## src/rtl/bidin_sram_arb_if.sv

```systemverilog
// Bus bundle between the deinterleaver write/read requesters, the SRAM arbiter and the SRAM macro pins.
interface bidin_sram_arb_if #(
  parameter int WID = 6,
  parameter int AW  = 18
);
  logic           wr_vld;
  logic [AW-1:0]  wr_addr;
  logic [WID-1:0] wr_data;
  logic           rd_req;
  logic [AW-1:0]  rd_addr;
  logic           rd_gnt;
  logic           rd_vld;
  logic [WID-1:0] rd_data;
  logic [AW-1:0]  sram_addr;
  logic [WID-1:0] sram_din;
  logic [WID-1:0] sram_dout;
  logic           sram_en;
  logic           sram_wr;

  // Arbiter view.
  modport slave (
    input  wr_vld, wr_addr, wr_data, rd_req, rd_addr, sram_dout,
    output rd_gnt, rd_vld, rd_data, sram_addr, sram_din, sram_en, sram_wr
  );

  // Requesters plus SRAM macro view.
  modport master (
    output wr_vld, wr_addr, wr_data, rd_req, rd_addr, sram_dout,
    input  rd_gnt, rd_vld, rd_data, sram_addr, sram_din, sram_en, sram_wr
  );
endinterface

```

## src/rtl/bidin_sram_arb.sv

```systemverilog
// Single-port deinterleaver SRAM arbiter: FIFO-buffered write stream vs. request/grant read stream.
// Optional read-after-write address check enabled by defining BIDIN_ARB_RAW_CHK_EN.
module bidin_sram_arb #(
  parameter int WID   = 6,
  parameter int AW    = 18,
  parameter int FD    = 4,
  parameter int HI_WM = 3
) (
  input  logic                clk6,
  input  logic                rst_n,
  bidin_sram_arb_if.slave     bus,
  output logic [$clog2(FD):0] fifo_cnt,
  output logic                wr_ovf
);
  localparam int PW = $clog2(FD);
  localparam int CW = PW + 1;

  typedef enum logic [1:0] {GNT_NONE, GNT_WR, GNT_RD} gnt_e;
  typedef enum logic {LAST_WR, LAST_RD} last_e;

  logic [AW-1:0]  fifo_addr_q [FD];
  logic [WID-1:0] fifo_data_q [FD];
  logic [PW-1:0]  wptr_q, wptr_d;
  logic [PW-1:0]  rptr_q, rptr_d;
  logic [CW-1:0]  cnt_q, cnt_d;
  last_e          last_q, last_d;
  logic           ovf_q, ovf_d;
  logic           sram_en_q, sram_en_d;
  logic           sram_wr_q, sram_wr_d;
  logic [AW-1:0]  sram_addr_q, sram_addr_d;
  logic [WID-1:0] sram_din_q, sram_din_d;
  logic           rd_vld_q, rd_vld_d;

  gnt_e gnt;
  logic fifo_ne, forced, rd_elig, push, pop, full, raw_hit;

`ifdef BIDIN_ARB_RAW_CHK_EN
  // An entry is live when its distance from the read pointer is below the occupancy.
  logic [FD-1:0] hit_vec;
  for (genvar gi = 0; gi < FD; gi++) begin : g_raw
    logic [PW-1:0] off;
    assign off         = PW'(gi) - rptr_q;
    assign hit_vec[gi] = (CW'(off) < cnt_q) && (fifo_addr_q[gi] == bus.rd_addr);
  end
  assign raw_hit = |hit_vec;
`else
  assign raw_hit = 1'b0;
`endif

  always_comb begin
    fifo_ne = (cnt_q != '0);
    forced  = (cnt_q >= CW'(HI_WM));
    rd_elig = bus.rd_req && !raw_hit;
    gnt     = GNT_NONE;
    if (forced)                  gnt = GNT_WR;
    else if (fifo_ne && rd_elig) gnt = (last_q == LAST_WR) ? GNT_RD : GNT_WR;
    else if (fifo_ne)            gnt = GNT_WR;
    else if (rd_elig)            gnt = GNT_RD;
  end

  always_comb begin
    pop    = (gnt == GNT_WR);
    full   = (cnt_q == CW'(FD));
    push   = bus.wr_vld && (!full || pop);
    wptr_d = push ? wptr_q + PW'(1) : wptr_q;
    rptr_d = pop  ? rptr_q + PW'(1) : rptr_q;
    cnt_d  = cnt_q;
    if (push && !pop)      cnt_d = cnt_q + CW'(1);
    else if (pop && !push) cnt_d = cnt_q - CW'(1);
    ovf_d  = ovf_q || (bus.wr_vld && full && !pop);

    last_d = last_q;
    if (gnt == GNT_WR)      last_d = LAST_WR;
    else if (gnt == GNT_RD) last_d = LAST_RD;

    // Address/data pins hold through idle cycles; only CE/WE drop.
    sram_en_d   = 1'b0;
    sram_wr_d   = 1'b0;
    sram_addr_d = sram_addr_q;
    sram_din_d  = sram_din_q;
    if (gnt == GNT_WR) begin
      sram_en_d   = 1'b1;
      sram_wr_d   = 1'b1;
      sram_addr_d = fifo_addr_q[rptr_q];
      sram_din_d  = fifo_data_q[rptr_q];
    end else if (gnt == GNT_RD) begin
      sram_en_d   = 1'b1;
      sram_addr_d = bus.rd_addr;
    end

    rd_vld_d = sram_en_q && !sram_wr_q;
  end

  always_ff @(posedge clk6) begin
    if (push) begin
      fifo_addr_q[wptr_q] <= bus.wr_addr;
      fifo_data_q[wptr_q] <= bus.wr_data;
    end
  end

  always_ff @(posedge clk6) begin
    if (!rst_n) begin
      wptr_q      <= '0;
      rptr_q      <= '0;
      cnt_q       <= '0;
      last_q      <= LAST_WR;
      ovf_q       <= 1'b0;
      sram_en_q   <= 1'b0;
      sram_wr_q   <= 1'b0;
      sram_addr_q <= '0;
      sram_din_q  <= '0;
      rd_vld_q    <= 1'b0;
    end else begin
      wptr_q      <= wptr_d;
      rptr_q      <= rptr_d;
      cnt_q       <= cnt_d;
      last_q      <= last_d;
      ovf_q       <= ovf_d;
      sram_en_q   <= sram_en_d;
      sram_wr_q   <= sram_wr_d;
      sram_addr_q <= sram_addr_d;
      sram_din_q  <= sram_din_d;
      rd_vld_q    <= rd_vld_d;
    end
  end

  // SRAM Q is already a registered macro output, so it is forwarded while rd_vld marks it.
  assign bus.rd_data   = rd_vld_q ? bus.sram_dout : '0;
  assign bus.rd_vld    = rd_vld_q;
  assign bus.rd_gnt    = (gnt == GNT_RD);
  assign bus.sram_en   = sram_en_q;
  assign bus.sram_wr   = sram_wr_q;
  assign bus.sram_addr = sram_addr_q;
  assign bus.sram_din  = sram_din_q;
  assign fifo_cnt      = cnt_q;
  assign wr_ovf        = ovf_q;
endmodule

```

## src/flat_wrapper.sv

```systemverilog
// flat-port wrapper written by rule: the top's interface ports become plain ports
module bidin_sram_arb_flat 
#(
  parameter int WID   = 6,
  parameter int AW    = 18,
  parameter int FD    = 4,
  parameter int HI_WM = 3
)
  (clk6, rst_n, fifo_cnt, wr_ovf, bus_wr_vld, bus_wr_addr, bus_wr_data, bus_rd_req, bus_rd_addr, bus_sram_dout, bus_rd_gnt, bus_rd_vld, bus_rd_data, bus_sram_addr, bus_sram_din, bus_sram_en, bus_sram_wr);
  bidin_sram_arb_if #(.WID(WID), .AW(AW)) bus_i ();
  input  logic clk6;
  input  logic rst_n;
  output logic [$clog2(FD):0] fifo_cnt;
  output logic wr_ovf;
  input wire logic [$bits(bus_i.wr_vld)-1:0] bus_wr_vld;
  input wire logic [$bits(bus_i.wr_addr)-1:0] bus_wr_addr;
  input wire logic [$bits(bus_i.wr_data)-1:0] bus_wr_data;
  input wire logic [$bits(bus_i.rd_req)-1:0] bus_rd_req;
  input wire logic [$bits(bus_i.rd_addr)-1:0] bus_rd_addr;
  input wire logic [$bits(bus_i.sram_dout)-1:0] bus_sram_dout;
  output wire logic [$bits(bus_i.rd_gnt)-1:0] bus_rd_gnt;
  output wire logic [$bits(bus_i.rd_vld)-1:0] bus_rd_vld;
  output wire logic [$bits(bus_i.rd_data)-1:0] bus_rd_data;
  output wire logic [$bits(bus_i.sram_addr)-1:0] bus_sram_addr;
  output wire logic [$bits(bus_i.sram_din)-1:0] bus_sram_din;
  output wire logic [$bits(bus_i.sram_en)-1:0] bus_sram_en;
  output wire logic [$bits(bus_i.sram_wr)-1:0] bus_sram_wr;
  assign bus_i.wr_vld = bus_wr_vld;
  assign bus_i.wr_addr = bus_wr_addr;
  assign bus_i.wr_data = bus_wr_data;
  assign bus_i.rd_req = bus_rd_req;
  assign bus_i.rd_addr = bus_rd_addr;
  assign bus_i.sram_dout = bus_sram_dout;
  assign bus_rd_gnt = bus_i.rd_gnt;
  assign bus_rd_vld = bus_i.rd_vld;
  assign bus_rd_data = bus_i.rd_data;
  assign bus_sram_addr = bus_i.sram_addr;
  assign bus_sram_din = bus_i.sram_din;
  assign bus_sram_en = bus_i.sram_en;
  assign bus_sram_wr = bus_i.sram_wr;
  bidin_sram_arb #(.WID(WID), .AW(AW), .FD(FD), .HI_WM(HI_WM)) u_core (.clk6(clk6), .rst_n(rst_n), .bus(bus_i), .fifo_cnt(fifo_cnt), .wr_ovf(wr_ovf));
endmodule
```

## config.mk

```make
export PLATFORM = sky130hd
export DESIGN_NAME = bidin_sram_arb_flat
export DESIGN_NICKNAME = d
export VERILOG_FILES = /design/src/rtl/bidin_sram_arb_if.sv /design/src/rtl/bidin_sram_arb.sv /design/src/flat_wrapper.sv
export SDC_FILE = /design/constraint.sdc
export NUM_CORES = 1
export LEC_CHECK = 0
export ABC_AREA = 1
export BUFFER_PORTS_ARGS = -buffer_cell sky130_fd_sc_hd__buf_2
export CORE_MARGIN = 1
export CORE_UTILIZATION = 50
export DETAILED_ROUTE_END_ITERATION = 16
export GPL_TIMING_DRIVEN = 0
export PLACE_DENSITY = 0.75
export SKIP_LAST_GASP = 1
export SLEW_MARGIN = 20
export SYNTH_ARGS = -nofsm -noshare
export SYNTH_HDL_FRONTEND = slang
export SYNTH_SLANG_ARGS = --single-unit
```

## constraint.sdc

```tcl
create_clock -name clk6 -period 2.6 [get_ports clk6]
set_clock_uncertainty 0.15 [all_clocks]
set_input_delay 0 -clock clk6 [delete_from_list [all_inputs] [get_ports clk6]]
set_output_delay 0 -clock clk6 [all_outputs]
set_load 0.02 [all_outputs]
```

==> results of run 1 <==
-- metal layers --
| layer | vias up | wire, um |
|---|---|---|
| met5 | - | 0 |
| met4 | 0 | 403 |
| met1 | 2083 | 5400 |
| met2 | 216 | 7170 |
| met3 | 38 | 1040 |
| li1 | 2065 | - |
-- worst max-delay path: stages, from the launching register on --
cell and delay [ns]:
dfxtp_4 0.36, nor2_2 0.06, nand2_1 0.07, inv_2 0.05
o211ai_1 0.23, ha_2 0.29, inv_6 0.06, nand3_4 0.10
nand2_8 0.06, buf_4 0.16, nor2_4 0.65
-- synthesized netlist by cell type --
cell | number | area share, %
o21ai_0 | 11 | 1.0
nand3b_1 | 1 | 0.14
inv_1 | 27 | 1.9
edfxtp_1 | 96 | 54
dfxtp_1 | 38 | 14
inv_4 | 1 | 0.12
nand2_2 | 1 | 0.12
nor2_1 | 34 | 2.4
buf_4 | 4 | 0.56
nand3_2 | 1 | 0.19
nand4_1 | 1 | 0.12
inv_6 | 1 | 0.16
inv_2 | 3 | 0.21
ha_1 | 7 | 1.6
o211a_1 | 1 | 0.19
clkbuf_1 | 1 | 0.070
or2_2 | 1 | 0.12
nand3_1 | 74 | 6.9
fa_1 | 1 | 0.37
o21a_1 | 1 | 0.14
buf_1 | 1 | 0.070
nand2_1 | 168 | 12
buf_6 | 5 | 1.0
buf_2 | 10 | 0.93
a31oi_1 | 1 | 0.12
o211ai_1 | 1 | 0.14
a21oi_1 | 20 | 1.9
-- cell type report --
class                   count  area, um^2  area share (%)
plain buffers              21         150            2.06
well taps                 136         170            2.33
multi-input cells         325        1560            21.4
clock buffers              19         422            5.77
repair buffers            149        1050            14.3
inverters                  32         138            1.88
flip-flops and latches    134        3650            50.1
clock inverters            13         159            2.18
-- through the flow --
step / total power, mW / TNS (ns) / cell area, um^2
after floorplan: 4.71 / 0 / 5420
after global placement: 5.50 / -44.07 / 6030
after detailed placement: 5.63 / -2.14 / 6100
after CTS: 8.18 / 0 / 7230
after global routing: 8.79 / -2.38 / 7300
final: 8.38 / -0.202 / 7300
-- cell families (layout without fill, tap and decap cells) --
| family | count (synthesis) | in the layout | share of synthesized area [%] |
|---|---|---|---|
| and+or+nand+nor | 281 | 282 | 21.7 |
| DFF | 134 | 134 | 67.8 |
| adders and majority gates | 8 | 8 | 2.00 |
| AOI/OAI and AO/OA | 35 | 35 | 3.47 |
| buffers and inverters | 53 | 234 | 5.05 |
-- final timing paths --
check,end,depth (start not counted),startpoint,slack (ns)
worst max-delay path,u_core.fifo_data_q[2][0],10,u_core.fifo_cnt[0],-0.02
worst min-delay path,u_core.fifo_data_q[0][2],2,bus_wr_data[2],0.08
worst max register to register,u_core.fifo_data_q[2][0],10,u_core.fifo_cnt[0],-0.02
worst min register to register,u_core.bus.rd_vld,1,u_core.bus.sram_wr,0.25
-- state kept, by name, indices dropped and copies added (netlist names), named ones only --
register and flops:
u_core.fifo_addr_q 72, u_core.fifo_data_q 24, u_core.bus.sram_addr 18, u_core.bus.sram_din 6
u_core.fifo_cnt 3, u_core.rptr_q 2, u_core.wptr_q 2, u_core.bus.rd_vld 1
u_core.bus.sram_en 1, u_core.bus.sram_wr 1, u_core.last_q 1, u_core.wr_ovf 1
-- power by group through the flow --
| stage | registers (mW) | logic (mW) | clock network, mW |
|---|---|---|---|
| 3_3_place_gp | 2.91 | 2.59 | 0 |
| 3_5_place_dp | 2.91 | 2.72 | 0 |
| 2_1_floorplan | 3.09 | 1.63 | 0 |
| 6_report | 2.86 | 3.17 | 2.36 |
| 4_1_cts | 2.85 | 2.97 | 2.36 |
| 5_1_grt | 2.89 | 3.44 | 2.45 |
-- timing repair --
item                                   CTS  global route
pin swaps                                3             6
gates resized for setup                  4            14
setup endpoints to repair               50            32
endpoints found under the hold margin  193             0
hold buffers                            47             0
buffers inserted                         8             3
gates cloned                             0             1
==> impl_metrics.py, run 1 <==
metrics = {
    "status": {
        "status": "finished with violations",
        "violations": "negative setup slack",
    },
    "power_and_ir_drop": {
        "power_switching_mw": 3.11,
        "leakagePower_nw": 3.15,
        "p_comb_share_pct": 37.8,
        "vdd_ir_drop_max_mv": 0.645,
        "p_per_area_nw_per_um2": 1150,
        "clkPwrFrac_pct": 28.1,
        "power.internal_mw": 5.27,
        "switching_share_pct": 37.1,
        "sequentialPowerShare_pct": 34.1,
    },
    "drt": {
        "wirelength_um": 14000,
        "drt_iter0_markers": 320,
        "routedWlPerCell_um": 16.9,
        "viasPerCell": 5.31,
        "firstDrtPassIters": 5,
        "drc_errors": 0,
        "ant_nets": 0,
        "vias": 4402,
    },
    "cells_and_area": {
        "layout_common_cells": "nand2_1, buf_2, edfxtp_1",
        "fillerInstances": 708,
        "drive_gt1_share_pct": 25.4,
        "fin_cells": 829,
        "diodes": 0,
        "layout_commonest_cell": "nand2_1",
        "syn_to_final_growth_pct": 35.9,
        "design.final.nets": 740,
        "final_util_pct": 70.4,
    },
    "global_routing": {
        "met3_usage_pct": 6.12,
        "grt_use_met2_pct": 44.5,
        "use_met1_pct": 30.5,
        "grt_usage_pct": 25.9,
        "grt_max_degree": 25,
        "grt-busiest-layer": "met2",
        "antenna_found_initial": 0,
        "grt_pass1_wl_um": 21500,
        "overflow": 0,
        "grt_pass1_vias": 4388,
    },
    "timing": {
        "setup_viol": 22,
        "whs_ns": 0.0790,
        "relSlewSlack_pct": 43.1,
        "rsz0062_at_grt": "yes",
        "layout_setup_ws_ns": -0.0168,
        "period_needed_ns": 2.62,
        "slew_violations": 0,
        "tightest_slew_ns": 0.852,
        "min_period_over_period_pct": 101,
        "hold_viol": 0,
        "fmax_mhz": 382,
    },
    "clock_network": {
        "tritoncts": "built",
        "htreeDepth": 4,
        "clock_sinks": 134,
        "cts-root-buf": "clkbuf_8",
        "cts_buffer_depth": 2,
        "clk_pin_slew_ns": 0.06,
        "cts_inserted_buffers": 17,
        "insertion_delay_ns": 0.52,
    },
    "yosys": {
        "syn_avg_cell_area_um2": 10.5,
        "ys_ff_latch": 134,
        "synth.distinct_cells": 27,
        "synth_area_um2": 5370,
        "yosys_warnings": 0,
        "yosysSeqAreaShare_pct": 67.8,
        "synthCells": 511,
        "syn_nets": 571,
    },
    "worst_setup_path": {
        "worst_ep_required_time_ns": 2.59,
        "crit_arrival_ns": 2.61,
        "path_class": "reg2reg",
        "path_max_fanout": 24,
        "cp-end-kind": "flip-flop",
        "start_kind": "flip-flop",
    },
    "die": {
        "row_count": 37,
        "core-area_um2": 10400,
        "boundaryPins": 90,
        "die_area_um2": 11200,
        "die_w_um": 106,
        "die_y_um": 106,
        "initial_utilization_pct": 51.8,
    },
    "place": {
        "place.port_buffers": 89,
        "gp_congestion": 0.746,
        "dp_cells": 738,
        "pre_cts_ws_ns": -0.253,
        "dp_hpwl_um": 8070,
    },
    "hold_path": {
        "hp-class": "in2reg",
    },
    "job": {
        "drv_cap": 0,
    },
}
No activity file was read; power rests on OpenSTA's default activity.
==> inputs of run 2 (changes only) <==
--- a/config.mk
+++ b/config.mk
@@ -5,11 +5,11 @@
 export SDC_FILE = /design/constraint.sdc
 export NUM_CORES = 1
 export LEC_CHECK = 0
-export ABC_AREA = 1
 export BUFFER_PORTS_ARGS = -buffer_cell sky130_fd_sc_hd__buf_2
 export CORE_MARGIN = 1
 export CORE_UTILIZATION = 50
 export DETAILED_ROUTE_END_ITERATION = 16
+export GPL_ROUTABILITY_DRIVEN = 1
 export GPL_TIMING_DRIVEN = 0
 export PLACE_DENSITY = 0.75
 export SKIP_LAST_GASP = 1
==> impl_metrics.py, run 2 <==
metrics = {
    "yosys": {
        "synthTopCellsByCount": "edfxtp_1, mux2i_1, dfxtp_1",
        "syn_nets": 387,
        "synth_area_um2": 5200,
        "syn_avg_cell_area_um2": 15.9,
        "synth_xor_area_share_pct": 0.674,
        "synth_area_leaders": "edfxtp_1, dfxtp_1, mux2i_1",
        "synth_top_family_by_area": "multiplexers",
        "yosysMostFrequentCell": "edfxtp_1",
        "synth.mux.area_fraction_pct": 10.9,
        "yosysSeqAreaShare_pct": 70.1,
        "ys_ff_latch": 134,
        "synth-simple-area-share_pct": 4.35,
        "synthCells": 327,
        "synth.largest_area_cell": "edfxtp_1",
        "synth_edf_count": 96,
        "synth.distinct_cells": 35,
        "yosys_warnings": 0,
        "synthAdderAreaFrac_pct": 2.29,
        "netlist.area_leader.share_pct": 55.4,
        "async_flop_share_pct": 0,
        "synth-main-ff-cell": "edfxtp_1",
        "synth_compound_area_share_pct": 9.33,
    },
    "die": {
        "boundaryPins": 90,
        "initial_utilization_pct": 52.5,
        "core-area_um2": 9910,
        "die_area_um2": 10800,
        "row_count": 36,
        "die_w_um": 104,
        "die_y_um": 104,
    },
    "power_and_ir_drop": {
        "leakagePower_nw": 2.76,
        "vdd_ir_drop_max_mv": 0.788,
        "p_per_area_nw_per_um2": 1100,
    },
    "worst_setup_path": {
        "max_stage_delay_ns": 0.40,
        "r2r-start": "u_core.fifo_cnt[0]",
        "path_class": "reg2reg",
        "slowest_stage": "or3b_4",
        "rr_endpoint": "u_core.fifo_cnt[2]",
        "worstPathBufferInverterCount": 4,
        "worstRegToRegCells": 13,
        "cp_top_family": "adder cells",
        "start_kind": "flip-flop",
        "path_max_fanout": 3,
        "worst_ep_required_time_ns": 2.91,
        "r2r_setup_slack_ns": -0.32,
        "crit_chain": "maj3_2, or3b_4, inv_2, nor2_2, ha_4, inv_4, clkbuf_16, ha_4, inv_2, fa_2, xor2_1, or3_4, a21oi_2",
        "crit_arrival_ns": 3.23,
        "cp-end-kind": "flip-flop",
        "cp-startpoint": "u_core.fifo_cnt[0]",
    },
    "timing": {
        "layout_setup_ws_ns": -0.322,
        "tightest_slew_ns": 0.598,
        "fmax_mhz": 342,
        "slew_violations": 0,
        "min_period_over_period_pct": 112,
        "period_needed_ns": 2.92,
        "rsz0062_at_grt": "yes",
        "whs_ns": 0.0661,
        "relSlewSlack_pct": 60.1,
        "hold_viol": 0,
        "setup_viol": 100,
    },
    "place": {
        "dp_cells": 549,
        "dp_hpwl_um": 6710,
        "pre_cts_ws_ns": -0.523,
        "place.port_buffers": 89,
        "gp_congestion": 0.719,
    },
    "clock_network": {
        "cts_buffer_depth": 2,
        "tritoncts": "built",
        "clk_pin_slew_ns": 0.06,
        "insertion_delay_ns": 0.54,
        "htreeDepth": 4,
        "cts-root-buf": "clkbuf_8",
        "cts_inserted_buffers": 17,
        "clock_sinks": 134,
    },
    "status": {
        "violations": "negative setup slack",
        "status": "finished with violations",
    },
    "drt": {
        "vias": 3781,
        "ant_nets": 0,
        "viasPerCell": 5.82,
        "routedWlPerCell_um": 21.9,
        "wirelength_um": 14200,
        "drc_errors": 0,
        "drt_iter0_markers": 308,
        "firstDrtPassIters": 6,
    },
    "global_routing": {
        "grt_pass1_vias": 3829,
        "grt_pass1_wl_um": 21400,
        "antenna_found_initial": 0,
        "grt_usage_pct": 27.4,
        "overflow": 0,
        "grt_max_degree": 21,
    },
    "cells_and_area": {
        "layout_common_cells": "edfxtp_1, buf_2, dlygate4sd3_1",
        "fillerInstances": 621,
        "drive_gt1_share_pct": 40.0,
        "diodes": 0,
        "final_util_pct": 73.7,
        "fin_cells": 650,
        "syn_to_final_growth_pct": 40.5,
        "layout_commonest_cell": "edfxtp_1",
        "top_register": "u_core.fifo_addr_q",
        "largest_reg_flops": 72,
        "design.final.nets": 564,
    },
    "hold_path": {
        "min_path_cells": 2,
        "hp-class": "in2reg",
        "min_from": "bus_wr_addr[9]",
        "min_to": "u_core.fifo_addr_q[1][9]",
    },
    "job": {
        "drv_cap": 0,
    },
}
## run 2: cell types whose count changed after synthesis, sizes merged, moves of 10 or more
cell / previous run / this run
a21oi: 20 / 4
buf: 20 / 8
clkbuf: 1 / 11
inv: 32 / 6
mux2i: 0 / 43
nand2: 169 / 4
nand3: 75 / 2
nor2: 34 / 18
o21ai: 11 / 21
o221a: 0 / 18
o2bb2ai: 0 / 18
## run 2: how the worst max path moves through the flow
| stage | to | slack (ns) | cells after the start |
|---|---|---|---|
| 2_1_floorplan | u_core.fifo_cnt[2] | -0.34 | 14 |
| 3_3_place_gp | u_core.fifo_cnt[2] | -0.41 | 14 |
| 3_5_place_dp | u_core.fifo_cnt[2] | -0.52 | 14 |
| 4_1_cts | u_core.fifo_cnt[2] | -0.39 | 13 |
| 5_1_grt | u_core.fifo_cnt[2] | -0.43 | 13 |
| 6_report | u_core.fifo_cnt[2] | -0.32 | 13 |
## run 2: repair_timing
action	in CTS	in global routing
endpoints found under the hold margin	148	0
buffers inserted	11	3
resized for setup	33	13
pin swaps	11	6
setup endpoints to repair	117	119
cloned	14	0
hold buffers	44	0
## run 2: metal layers
layer / wire length [um] / part of all wire [%] / track usage (%)
met1: 5440 / 38 / 32.8
met2: 6940 / 49 / 44.5
met3: 1410 / 9.9 / 10.1
met4: 451 / 3.2 / 11.7
met5: 0 / 0 / 0
## run 2: area by class of cell
| type | count | area, um^2 | area share [%] |
|---|---|---|---|
| Multi-Input combinational cell | 180 | 1690 | 23.2 |
| Buffer | 16 | 126 | 1.73 |
| Tap cell | 133 | 166 | 2.28 |
| Clock buffer | 19 | 422 | 5.77 |
| Sequential cell | 134 | 3650 | 50.0 |
| Timing Repair Buffer | 147 | 1010 | 13.8 |
| Clock inverter | 13 | 205 | 2.81 |
| Inverter | 8 | 35.0 | 0.480 |
## run 2: metrics by stage
| step | power [mW] | TNS, ns | area, um^2 |
|---|---|---|---|
| final | 8.01 | -20.28 | 7310 |
| after detailed placement | 4.95 | -24.00 | 5880 |
| after global placement | 4.88 | -19.75 | 5880 |
| after CTS | 7.83 | -18.62 | 7260 |
| after floorplan | 4.31 | -8.63 | 5270 |
| after global routing | 8.30 | -24.50 | 7310 |
## run 2: cells by family after synthesis
group / count (synthesis)
AOI/OAI and AO/OA: 61
xor gates and xnor gates: 4
adders and majority gates: 9
buffers and inverters: 27
DFF: 134
muxes: 49
and+or+nand+nor: 43
## run 2: power by group
part           switching [mW]  internal (mW)  total, mW
clock                   0.881           1.65       2.53
sequential              0.162           2.65       2.81
combinational            1.51           1.16       2.67
total                    2.56           5.46       8.01
